**src/rtl/wr_req_scheduler_pkg.sv**
```systemverilog
// Shared constants for the write-request scheduler and AXI wrapper.
// Holds the clog2 helper, the PU id width rule and the FSM state type.
package wr_req_scheduler_pkg;

  // Ceiling log2, usable in parameter expressions.
  function automatic int clog2(input int v);
    int r;
    r = 0;
    while ((1 << r) < v) r++;
    return r;
  endfunction

  // PU id width: one bit wider than the index, upper bits zero.
  function automatic int pu_id_w(input int num_pu);
    return clog2(num_pu) + 1;
  endfunction

  typedef enum logic {
    IDLE  = 1'b0,
    ISSUE = 1'b1
  } wr_state_e;

endpackage

```
**src/rtl/wr_req_scheduler_order_fifo.sv**
```systemverilog
// wr_order_fifo: in-order FIFO of issued PU ids; count = outstanding.
// Ports: push/din, pop/dout (bypasses din when empty), empty, full, count.
module wr_order_fifo
  import wr_req_scheduler_pkg::*;
#(
  parameter int W     = 2,
  parameter int DEPTH = 4,
  parameter int CNT_W = clog2(DEPTH) + 1
) (
  input  logic             clk,
  input  logic             reset,
  input  logic             push,
  input  logic [W-1:0]     din,
  input  logic             pop,
  output logic [W-1:0]     dout,
  output logic             empty,
  output logic             full,
  output logic [CNT_W-1:0] count
);

  localparam int IDX_W = (DEPTH > 1) ? clog2(DEPTH) : 1;

  logic [W-1:0]     mem_q [DEPTH];
  logic [IDX_W-1:0] wp_q, wp_d;
  logic [IDX_W-1:0] rp_q, rp_d;
  logic [CNT_W-1:0] cnt_q, cnt_d;
  logic             do_push;
  logic             do_pop;

  function automatic logic [IDX_W-1:0] nxt(
    input logic [IDX_W-1:0] p
  );
    if (p == IDX_W'(DEPTH - 1)) return '0;
    return p + 1'b1;
  endfunction

  assign empty = (cnt_q == '0);
  assign full  = (cnt_q == CNT_W'(DEPTH));
  assign count = cnt_q;

  // Empty FIFO with a same-cycle push: the popped entry is din.
  assign dout    = empty ? din : mem_q[rp_q];
  assign do_push = push;
  assign do_pop  = pop && (!empty || push);

  always_comb begin
    wp_d  = wp_q;
    rp_d  = rp_q;
    cnt_d = cnt_q;
    if (do_push) wp_d = nxt(wp_q);
    if (do_pop)  rp_d = nxt(rp_q);
    unique case ({do_push, do_pop})
      2'b10:   cnt_d = cnt_q + 1'b1;
      2'b01:   cnt_d = cnt_q - 1'b1;
      default: cnt_d = cnt_q;
    endcase
  end

  always_ff @(posedge clk) begin
    if (reset) begin
      wp_q  <= '0;
      rp_q  <= '0;
      cnt_q <= '0;
    end else begin
      wp_q  <= wp_d;
      rp_q  <= rp_d;
      cnt_q <= cnt_d;
    end
  end

  always_ff @(posedge clk) begin
    if (do_push) mem_q[wp_q] <= din;
  end

endmodule

```
**src/rtl/wr_req_scheduler.sv**
```systemverilog
// Round-robin write-request arbiter/sequencer for the AXI write port.
// Ports: per-PU req/addr/size in, grant/done pulses out; wr_* to wrapper.
module wr_req_scheduler
  import wr_req_scheduler_pkg::*;
#(
  parameter int NUM_PU          = 2,
  parameter int ADDR_W          = 32,
  parameter int TX_SIZE_WIDTH   = 10,
  parameter int MAX_OUTSTANDING = 4,
  parameter int PU_ID_W         = pu_id_w(NUM_PU)
) (
  input  logic                            clk,
  input  logic                            reset,
  input  logic [NUM_PU-1:0]               pu_wr_req,
  input  logic [NUM_PU*ADDR_W-1:0]        pu_wr_addr,
  input  logic [NUM_PU*TX_SIZE_WIDTH-1:0] pu_wr_size,
  output logic [NUM_PU-1:0]               pu_wr_grant,
  output logic [NUM_PU-1:0]               pu_wr_done,
  output logic                            wr_req,
  output logic [PU_ID_W-1:0]              wr_pu_id,
  output logic [ADDR_W-1:0]               wr_addr,
  output logic [TX_SIZE_WIDTH-1:0]        wr_req_size,
  input  logic                            wr_ready,
  input  logic                            wr_done,
  output logic [clog2(MAX_OUTSTANDING):0] outstanding,
  output logic                            err_spurious_done
);

  localparam int CNT_W = clog2(MAX_OUTSTANDING) + 1;
  localparam int RR_W  = (NUM_PU > 1) ? clog2(NUM_PU) : 1;

  wr_state_e                state_q, state_d;
  logic [RR_W-1:0]          rr_q, rr_d;
  logic [PU_ID_W-1:0]       id_q, id_d;
  logic [ADDR_W-1:0]        addr_q, addr_d;
  logic [TX_SIZE_WIDTH-1:0] size_q, size_d;
  logic [NUM_PU-1:0]        done_q, done_d;
  logic                     err_q, err_d;

  logic                     found;
  logic [RR_W-1:0]          sel;
  logic                     capture;
  logic                     accept;
  logic                     pop;
  logic                     f_empty;
  logic                     f_full;
  logic [PU_ID_W-1:0]       head;
  logic [CNT_W-1:0]         cnt;

  // First requester at or after the RR pointer, wrapping.
  always_comb begin
    found = 1'b0;
    sel   = '0;
    for (int k = 0; k < NUM_PU; k++) begin
      if (!found &&
          pu_wr_req[(int'(rr_q) + k) % NUM_PU]) begin
        found = 1'b1;
        sel   = RR_W'((int'(rr_q) + k) % NUM_PU);
      end
    end
  end

  assign capture = (state_q == IDLE) && found
                && !f_full && !reset;
  assign accept  = (state_q == ISSUE) && wr_ready;
  assign pop     = wr_done && (!f_empty || accept);

  wr_order_fifo #(
    .W     (PU_ID_W),
    .DEPTH (MAX_OUTSTANDING),
    .CNT_W (CNT_W)
  ) u_fifo (
    .clk   (clk),
    .reset (reset),
    .push  (accept),
    .din   (id_q),
    .pop   (pop),
    .dout  (head),
    .empty (f_empty),
    .full  (f_full),
    .count (cnt)
  );

  always_comb begin
    state_d     = state_q;
    rr_d        = rr_q;
    id_d        = id_q;
    addr_d      = addr_q;
    size_d      = size_q;
    err_d       = err_q;
    done_d      = '0;
    pu_wr_grant = '0;
    unique case (state_q)
      IDLE: begin
        if (capture) begin
          pu_wr_grant = NUM_PU'(1) << sel;
          id_d    = PU_ID_W'(sel);
          addr_d  = pu_wr_addr[sel*ADDR_W +: ADDR_W];
          size_d  = pu_wr_size[sel*TX_SIZE_WIDTH
                               +: TX_SIZE_WIDTH];
          state_d = ISSUE;
        end
      end
      ISSUE: begin
        if (wr_ready) begin
          state_d = IDLE;
          if (id_q[RR_W-1:0] == RR_W'(NUM_PU - 1))
            rr_d = '0;
          else
            rr_d = id_q[RR_W-1:0] + 1'b1;
        end
      end
      default: state_d = IDLE;
    endcase
    if (pop)
      done_d = NUM_PU'(1) << head;
    if (wr_done && !pop)
      err_d = 1'b1;
  end

  always_ff @(posedge clk) begin
    if (reset) begin
      state_q <= IDLE;
      rr_q    <= '0;
      id_q    <= '0;
      addr_q  <= '0;
      size_q  <= '0;
      done_q  <= '0;
      err_q   <= 1'b0;
    end else begin
      state_q <= state_d;
      rr_q    <= rr_d;
      id_q    <= id_d;
      addr_q  <= addr_d;
      size_q  <= size_d;
      done_q  <= done_d;
      err_q   <= err_d;
    end
  end

  assign wr_req            = (state_q == ISSUE);
  assign wr_pu_id          = id_q;
  assign wr_addr           = addr_q;
  assign wr_req_size       = size_q;
  assign pu_wr_done        = done_q;
  assign outstanding       = cnt;
  assign err_spurious_done = err_q;

endmodule

```
**config.mk**
```make
export PLATFORM = sky130hd
export DESIGN_NAME = wr_req_scheduler
export DESIGN_NICKNAME = d
export VERILOG_FILES = /design/src/rtl/wr_req_scheduler_pkg.sv /design/src/rtl/wr_req_scheduler_order_fifo.sv /design/src/rtl/wr_req_scheduler.sv
export SDC_FILE = /design/constraint.sdc
export NUM_CORES = 1
export LEC_CHECK = 0
export ABC_CLOCK_PERIOD_IN_PS = 2200
export CORE_MARGIN = 5
export CORE_UTILIZATION = 37
export CTS_CLUSTER_DIAMETER = 30
export DETAILED_ROUTE_END_ITERATION = 10
export PLACE_DENSITY = 0.81
export SYNTH_ARGS = -nofsm -noshare
export SYNTH_HDL_FRONTEND = slang
export SYNTH_SLANG_ARGS = --single-unit
export TNS_END_PERCENT = 5
```
**constraint.sdc**
```tcl
create_clock -name clk -period 2.2 [get_ports clk]
set_input_delay 0.22 -clock clk [delete_from_list [all_inputs] [get_ports clk]]
set_output_delay 0.22 -clock clk [all_outputs]
set_load 0.05 [all_outputs]
```
==> Word level (Yosys, flattened, before mapping) <==
Memory sizes are Yosys's and may differ from the RTL's. A register that Yosys moved wholly into a read port is not among the register bits.
Cells that the tools add are included.
{ "word_totals": {"regBits": 55, "mem_bits_rw": 4, "in_bits": 90, "output_inout_bits": 53, "word_cells": 80, "memories": 1} }
{ "mem_list": {"columns": ["memory", "words", "width", "rd", "rd_clocked_by_memory_dff", "write_ports", "line_no", "text"], "rows": [
  ["u_fifo.mem_q", 4, 1, 1, 1, 1, "wr_req_scheduler_order_fifo.sv:23", "logic [W-1:0] mem_q [DEPTH];"]
]} }
{ "op_classes": {"add_sub_neg": 6, "mul": 1, "n_lt_le_gt_ge": 2, "n_eq_ne": 5, "n_shift": 4, "n_mux": 29, "bitwise": 3, "reduce_logical": 19} }
{ "ops": {"columns": ["cell", "n"], "rows": [
  ["$shiftx A64 B7 Y32", 1],
  ["$shiftx A20 B6 Y10", 1],
  ["$mux W1", 18],
  ["$mux W2", 9],
  ["$logic_and A1 B1 Y1", 8],
  ["$eq A2 B2 Y1 const B", 3],
  ["$pmux W3 S2", 1],
  ["$logic_not A1 Y1", 5],
  ["$add A2 B1 Y2 const B", 2],
  ["$mul A1 B3 Y4 const B", 1],
  ["$reduce_and A2 Y1", 2],
  ["$add A3 B1 Y3 const B", 1],
  ["$eq A3 B3 Y1 const B", 1],
  ["$logic_not A3 Y1", 1],
  ["$lt A2 B3 Y1 const B", 1],
  ["$sub A3 B1 Y3 const B", 1],
  ["$add A1 B1 Y1 const B", 2],
  ["$eq A2 B1 Y1 const B", 1],
  ["$lt A1 B2 Y1 const B", 1],
  ["$not A1 Y1", 2],
  ["$pmux W1 S2", 1],
  ["$reduce_bool A2 Y1", 1],
  ["$reduce_or A2 Y1", 1],
  ["$shl A1 B1 Y2 const A", 1],
  ["3 further kinds", 3]
]} }

==> Depth between registers and ports, before layout <==
Gate-level depths: netlist of run 1.
{ "logic_depth": {"depth_word": 12, "mapped_depth": 9, "depth_no_buf": 8} }

==> Hierarchy <==
From an unflattened synthesis of run 1, not the netlist that was laid out.
{ "unflattened": {"cells_unflattened": 283, "hier_area_um2": 2831.5} }
{ "modules_own_cells": {"columns": ["module", "instances", "cells_each", "area_each_um2", "seq_area_each_um2"], "rows": [
  ["wr_req_scheduler", 1, 222, 2034.5, 960.9],
  ["wr_order_fifo", 1, 61, 797.0, 420.4]
]} }

==> Least setup slack after synthesis of run 1 <==
OpenSTA, ideal clock, no wires.
{ "synth_timing": {"path_kind": "reg2reg", "startpoint": "reg state_q (netlist: wr_req)", "endpoint": "reg u_fifo.cnt_q[2] (netlist: u_fifo.count[2])", "setup_time_ns": 0.071, "arrival_time_ns": 2.386, "t_required_ns": 2.129, "path_slack_ns": -0.256, "path_stages_with_launch": 10, "path_buffers": 1, "synth_period_minus_slack_ns": 2.456, "path_cell_list": "dfxtp_1 clkbuf_1 a2111o_1 nand2_1 inv_1 ha_1 fa_1 xnor2_1 or3_1 a21oi_1"} }
{ "synth_via": {"elab_chain_cells": 6, "elab_cells_between_ends": 8, "classes_between": "eq/ne (2); mux (1); reduce/logical (5)"} }
{ "synth_rtl": {"columns": ["item", "line_no", "text"], "rows": [
  ["start: declaration", "wr_req_scheduler.sv:32", "wr_state_e state_q, state_d;"],
  ["start signal: assignment", "wr_req_scheduler.sv:131", "state_q <= state_d;"],
  ["$logic_and A1 B1 Y1 *", "wr_req_scheduler.sv:65", "assign accept = (state_q == ISSUE) && wr_ready;"],
  ["$logic_or A1 B1 Y1", "wr_req_scheduler_order_fifo.sv:44, wr_req_scheduler.sv:66", null],
  ["$logic_and A1 B1 Y1", "wr_req_scheduler.sv:66", "assign pop = wr_done && (!f_empty || accept);"],
  ["$logic_and A1 B1 Y1", "wr_req_scheduler_order_fifo.sv:44", "assign do_pop = pop && (!empty || push);"],
  ["$eq A2 B1 Y1 or $eq A2 B2 Y1 (tied branches)", "wr_req_scheduler_order_fifo.sv:52", "unique case ({do_push, do_pop})"],
  ["$pmux W3 S2 or $reduce_bool A2 Y1 (tied branches)", null, null],
  ["end signal: assignment", "wr_req_scheduler_order_fifo.sv:67", "cnt_q <= cnt_d;"],
  ["end: declaration", "wr_req_scheduler_order_fifo.sv:26", "logic [CNT_W-1:0] cnt_q, cnt_d;"]
]} }
Every way passes the cells marked *; elsewhere a longest branch is shown, timed or not.
A chain may end at the register's enable or synchronous reset.

==> Worst setup path in the final report of run 1 <==
{ "layout_timing": {"startpoint": "reg u_fifo.cnt_q[2] (netlist: u_fifo.count[2])", "endpoint": "out pu_wr_grant[0]"} }
{ "layout_via": {"elab_chain_cells": 6} }
{ "layout_rtl": {"columns": ["item", "line_no", "text"], "rows": [
  ["$eq A3 B3 Y1", "wr_req_scheduler_order_fifo.sv:38", "assign full = (cnt_q == CNT_W'(DEPTH));"],
  ["$logic_not A1 Y1", "wr_req_scheduler.sv:64", "&& !f_full && !reset;"],
  ["$logic_and A1 B1 Y1 (2 in series)", "wr_req_scheduler.sv:64", null],
  ["$mux W2", "wr_req_scheduler.sv:95", "if (capture) begin"],
  ["$mux W2", "wr_req_scheduler.sv:93", "unique case (state_q)"],
  ["end: declaration", "wr_req_scheduler.sv:17", "output logic [NUM_PU-1:0] pu_wr_grant,"]
]} }
No other way between the ends.

==> results by group, run 1 <==
Outcome
  – Outcome: completed

Setup path
  – Reg-to-Reg End: u_fifo.count[2]
  – R2R setup slack: 0.13 ns
  – Critical Path Fanout Max: 20
  – Worst path slowest cell: or3b_2
  – Worst path depth: 4
  – Crit path cell chain: or3b_2, and3_4, o21a_1, buf_12
  – CP arrival: 1.89 ns
  – Crit end category: output pin
  – Kind of critical path: reg2out
  – RR Startpoint: u_fifo.count[1]
  – Worst EP required: 1.98 ns
  – Worst setup SP type: flip-flop
  – Crit path largest cell delay: 0.51 ns
  – Critical path buffers and inverters: 1
  – Crit path max-delay family: simple AND/OR/NAND/NOR gates
  – Worst R2R Path Depth: 8

Yosys
  – Synth Flop Type: dfxtp_1
  – Synth warnings: 0
  – Post-synth top area share: 0.3425
  – Unique masters post-synth: 43
  – Post-synth ARST share: 0
  – Commonest cells post-synth: dfxtp_1, a31oi_1, nand3b_1, a311oi_2, o21ai_0
  – Post-synth EDFFs: 4
  – Syn Nets: 436
  – Top-count cell post-synth: dfxtp_1
  – Syn_area_per_cell: 9.829 um^2
  – Syn Inst Count: 339
  – Syn Std Cell Area: 3332 um^2
  – Sequential cell area fraction in the yosys report: 0.3785
  – Register bit count reported by yosys: 61
  – Post-synth top area cell: dfxtp_1
  – Synth area leaders: dfxtp_1, a311oi_2, nand3b_1, a31oi_1, o21ai_0

Routing
  – Via count: 3307
  – Post-DRT Antenna Nets: 0
  – Iter 0 DRT Violations: 150
  – Post-DR vias/cell: 5.741
  – Avg WL per Cell: 18.12 um
  – DR pass1 iterations: 5
  – DRC viols: 0
  – Drt total wl: 10440 um

Power and ir drop
  – Pwr Total: 4.265 mW
  – Power per cell area: 842.5 nW/um^2
  – Max IR drop VDD: 0.3895 mV
  – Leak: 1.708 nW

Clock network
  – Worst-path clk slew: 0.08 ns
  – Clk sinks: 61
  – CTS max path bufs: 2
  – CTS Buf Count: 9
  – Clock Latency Late Sink: 0.33 ns
  – Root Buffer: clkbuf_8
  – Htree depth: 3
  – CTS tree: built
  – Hold_buf cts: 0

Finish
  – Filler instances: 769
  – Share of cells above drive strength 1: 0.1923
  – Layout area overhead: 51.93%
  – Inserted Diodes: 0
  – Final Net Count: 560
  – Final core occ: 0.5777

Placement
  – Pre-CTS setup slack: -0.1848 ns
  – GPL Wtd Cong: 0.7968
  – PortBufs: 141
  – Hpwl dp: 7379 um

Min path
  – Worst Hold Depth: 4
  – Hold worst-path end: wr_req_size[2]
  – Min-delay worst type: in2reg
  – Hold Crit Start: pu_wr_req[1]

Timing
  – Worst-margin pin slew: 0.8436 ns
  – Final worst slack: 0.09285 ns
  – Post-layout min period: 2.107 ns
  – RSZ-0062 raised after global routing: false
  – Fin crit share: 0.9578
  – Final Skew: 0.006723 ns
  – Final setup vio count: 0
  – Fmax: 474.6 MHz
  – Min Hold Slack: 0.4410 ns
  – Fin. Hold Viols: 0
  – Slew HR: 0.4376
  – Slew Viols, Final: 0

Floorplanning
  – IO Count: 143
  – Chip height: 104.9 um
  – Core area: 8763 um^2
  – Starting Density: 0.3802
  – Row cnt: 34
  – Die X: 104.9 um
  – Die ar.: 11000 um^2

Global route
  – Vias in the first global route: 3526
  – Global Route Usage Sum: 0.1853
  – Pin count of the biggest net entering global routing: 56
  – Antenna violations before repair: 0
  – GRT overflow: 0
  – First-pass GRT wire length: 17190 um

Job
  – Max Cap Viol: 0
## layout by cell type (no fill, tap or decap), drive strengths merged
cell type / instances
nand2: 3
or4: 1
mux2i: 4
ha: 6
nand2b: 1
or3b: 1
o21a: 1
nor2b: 1
clkdlybuf4s50: 137
fa: 1
inv: 9
and3: 5
edfxtp: 4
and2: 1
nand3b: 42
or3: 1
nand4b: 1
a311oi: 42
clkinvlp: 1
buf: 21
a21oi: 6
clkinv: 3
nor3b: 1
a2111oi: 1
a31oi: 43
xnor2: 1
dfxtp: 57
nor2: 7
clkbuf: 9
nor3: 2
nand3: 2
conb: 1
mux4: 1
xor2: 1
a31o: 1
o21ai: 45
or2: 1
bufinv: 2
a2111o: 1
## worst reg2reg max path: stages (launching register included)
cell and delay [ns]:
dfxtp_2 0.36, a2111o_1 0.40, nand2_1 0.09, inv_1 0.05, ha_2 0.18, fa_2 0.33
xnor2_1 0.13, or3_1 0.30, a21oi_1 0.15
## how the worst max path moves through the flow
stage	from	endpoint	slack, ns
3_5_place_dp	wr_ready	u_fifo.count[2]	-0.18
5_1_grt	u_fifo.count[1]	u_fifo.count[2]	0.002
4_1_cts	u_fifo.count[2]	pu_wr_grant[0]	0.008
2_1_floorplan	wr_req	u_fifo.count[2]	0.03
3_3_place_gp	wr_ready	u_fifo.count[2]	-0.14
6_report	u_fifo.count[2]	pu_wr_grant[0]	0.09
## cell families (layout without fill, tap and decap cells)
logic type      Yosys count  count (layout)  share of synthesized area
mux                       5               5                    0.01878
xor+xnor                  2               2                   0.005258
buf+inv                  53             182                    0.07322
simple gates             70              70                     0.1427
other cells               1               1                   0.001125
compound gates          140             140                     0.3519
flops                    61              61                     0.3785
fa+ha+maj                 7               7                    0.02854
## stage by stage
step	area [um^2]	std cells	TNS, ns
5_1_grt	5062	576	0
3_3_place_gp	4838	560	-0.1387
2_1_floorplan	3353	339	0
6_report	5062	576	0
4_1_cts	5061	576	0
3_5_place_dp	4838	560	-0.1848
## state kept, by name, indices dropped and copies added (netlist names), named ones only
signal             cells
err_spurious_done      1
wr_addr               32
wr_req_size           10
u_fifo.rp_q            2
u_fifo.mem_q           4
pu_wr_done             2
rr_q                   1
u_fifo.count           3
wr_req                 1
wr_pu_id               1
u_fifo.wp_q            2
## where the power goes
part	switching [mW]	internal, mW	leakage (nW)
registers	0.120	1.28	0.509
clock network	0.472	0.643	0.110
logic	1.03	0.721	1.09
total	1.62	2.64	1.71
## what timing repair did
item	CTS	global route
endpoints found under the setup margin	0	1
setup buffers	0	0
gates resized for setup	0	1
hold endpoints to repair	0	0
## per-layer routing
layer	up-vias	track usage	wire length, um
met1	1599	0.2227	4339
met4	0	0.07123	250
li1	1571	-	-
met3	24	0.05055	597
met5	-	0	0
met2	113	0.3143	5250
## layout make-up
type                       count  area, um^2  area share
clock inverter                 7       98.84     0.01953
clock buffer                   9       123.9     0.02447
sequential                    61        1269      0.2506
tap                          108       135.1     0.02669
timing repair buffer         158        1562      0.3085
inverter                       8       30.03    0.005932
multi-input combinational    225        1844      0.3643
No activity file was read; power rests on OpenSTA's default activity.
==> run 2, diff against run 1 <==
Settings changed: CORE_UTILIZATION 37 to 39, PLACE_DENSITY 0.81 to 0.85.
==> run 2 against run 1 <==
Effect of this change: register-to-register slack hardly changed; worst setup slack lost 0.023 ns; sequential cell count stayed put; largest power group unchanged; highest routed layer unchanged.
==> results by group, run 2 (synthesis gave the netlist of run 1 again) <==
Outcome
  – Outcome: completed

Timing
  – Fin crit share: 0.9683
  – Slew Viols, Final: 0
  – Worst-margin pin slew: 0.8138 ns
  – Final setup vio count: 0
  – Post-Route Setup TNS: 0 ns
  – Final Skew: 0.01272 ns
  – Post-layout min period: 2.130 ns
  – Fin. Hold Viols: 0
  – Final worst slack: 0.06967 ns
  – Fmax: 469.4 MHz
  – Slew HR: 0.4434
  – RSZ-0062 raised after global routing: false

Global route
  – Pin count of the biggest net entering global routing: 56
  – Vias in the first global route: 3397
  – Global Route Usage Sum: 0.2046
  – First-pass GRT wire length: 16890 um
  – GRT overflow: 0
  – Antenna violations before repair: 0

Floorplanning
  – Core area: 8258 um^2
  – Chip height: 102.4 um
  – Die X: 102.4 um
  – Die ar.: 10490 um^2
  – IO Count: 143
  – Starting Density: 0.4035
  – Row cnt: 33

Routing
  – DR pass1 iterations: 5
  – Post-DRT Antenna Nets: 0
  – Post-DR vias/cell: 5.790
  – Avg WL per Cell: 18.60 um
  – DRC viols: 0
  – Drt total wl: 10620 um
  – Iter 0 DRT Violations: 136
  – Via count: 3306

Power and ir drop
  – Power per cell area: 865.2 nW/um^2
  – Leak: 1.711 nW
  – Max IR drop VDD: 0.4116 mV

Min path
  – Hold Crit Start: pu_wr_req[1]
  – Min-delay worst type: in2reg
  – Hold worst-path end: wr_req_size[2]
  – Worst Hold Depth: 3

Placement
  – Post-Place Cell Area: 4807 um^2
  – Hpwl dp: 7328 um
  – PortBufs: 141
  – Pre-CTS setup slack: -0.1778 ns
  – GPL Wtd Cong: 0.7925

Finish
  – Final Net Count: 558
  – Commonest non-fill, non-tap cell in the layout: clkdlybuf4s50_1
  – Max reg flops: 32
  – Share of cells above drive strength 1: 0.1867
  – Most frequent cells in the layout: clkdlybuf4s50_1, dfxtp_1, a31oi_1
  – Final core occ: 0.6124
  – Design area: 5057 um^2
  – Inserted Diodes: 0
  – Layout area overhead: 51.78%

Clock network
  – CTS max path bufs: 2
  – CTS tree: built
  – Hold_buf cts: 0
  – Clk sinks: 61
  – Htree depth: 3
  – CTS Buf Count: 9
  – Clock Latency Late Sink: 0.34 ns
  – Root Buffer: clkbuf_8
  – Worst-path clk slew: 0.08 ns

Setup path
  – Worst setup SP type: flip-flop
  – Critical Path Fanout Max: 26
  – Kind of critical path: reg2out
  – Worst EP required: 1.98 ns
  – RR Startpoint: u_fifo.count[1]
  – Reg-to-Reg End: u_fifo.count[2]
  – R2R setup slack: 0.12 ns
  – CP arrival: 1.91 ns
  – Crit end category: output pin
  – Worst R2R Path Depth: 8

Job
  – Max Cap Viol: 0
run 2: changes by cell type in the layout (fill, tap and decap cells not counted), sizes merged:
cell and delta:
inv -1, clkbuf +4, buf -2, clkinv -2, clkinvlp -1
run 2: where the power goes:
group | internal [mW] | total [mW] | leakage [nW] | switching (mW)
logic | 0.718 | 1.76 | 1.08 | 1.04
clock network | 0.768 | 1.22 | 0.125 | 0.448
registers | 1.28 | 1.40 | 0.509 | 0.122
run 2: how the worst max path moves through the flow:
stage                               start         endpoint  slack [ns]  cells after the start
after floorplan                    wr_req  u_fifo.count[2]        0.03                      9
after global placement           wr_ready  u_fifo.count[2]       -0.14                      9
after detailed placement         wr_ready  u_fifo.count[2]       -0.18                      9
after CTS                 u_fifo.count[2]   pu_wr_grant[0]        0.06                      4
after global routing      u_fifo.count[2]   pu_wr_grant[0]       0.009                      4
final                     u_fifo.count[1]   pu_wr_grant[0]        0.07                      4
run 2: metrics by stage:
stage | total power [mW] | instances | hold slack, ns
finish | 4.376 | 571 | 0.3655
CTS | 4.401 | 571 | 0.3558
global placement | 3.119 | 555 | 0.4473
floorplan | 2.562 | 339 | 0.3772
detailed placement | 3.181 | 555 | 0.5076
global route | 4.584 | 571 | 0.3630
run 2: repair_timing:
action	4_1_cts	5_1_grt
endpoints found under the setup margin	2	0
buffers inserted	0	0
gates resized for setup	2	0
run 2: metal layers:
metal	share of wire	vias to the layer above	GRT usage
met5	0	-	0
met2	0.51	133	0.3505
met1	0.40	1589	0.2465
met4	0.024	0	0.09082
li1	-	1561	-
met3	0.063	23	0.04164
run 2: area by class of cell:
type	instances	area, um^2
clock buffer	13	180.2
clock inverter	3	65.06
fill	679	3201
inverter	8	30.03
multi-input combinational	225	1844
sequential	61	1269
tap	105	131.4
timing repair buffer	156	1538
run 2: critical path, stage by stage, from the launching register on:
cell	delay [ns]
dfxtp_2	0.36
or3b_2	0.52
and3_4	0.34
o21a_1	0.19
buf_12	0.15
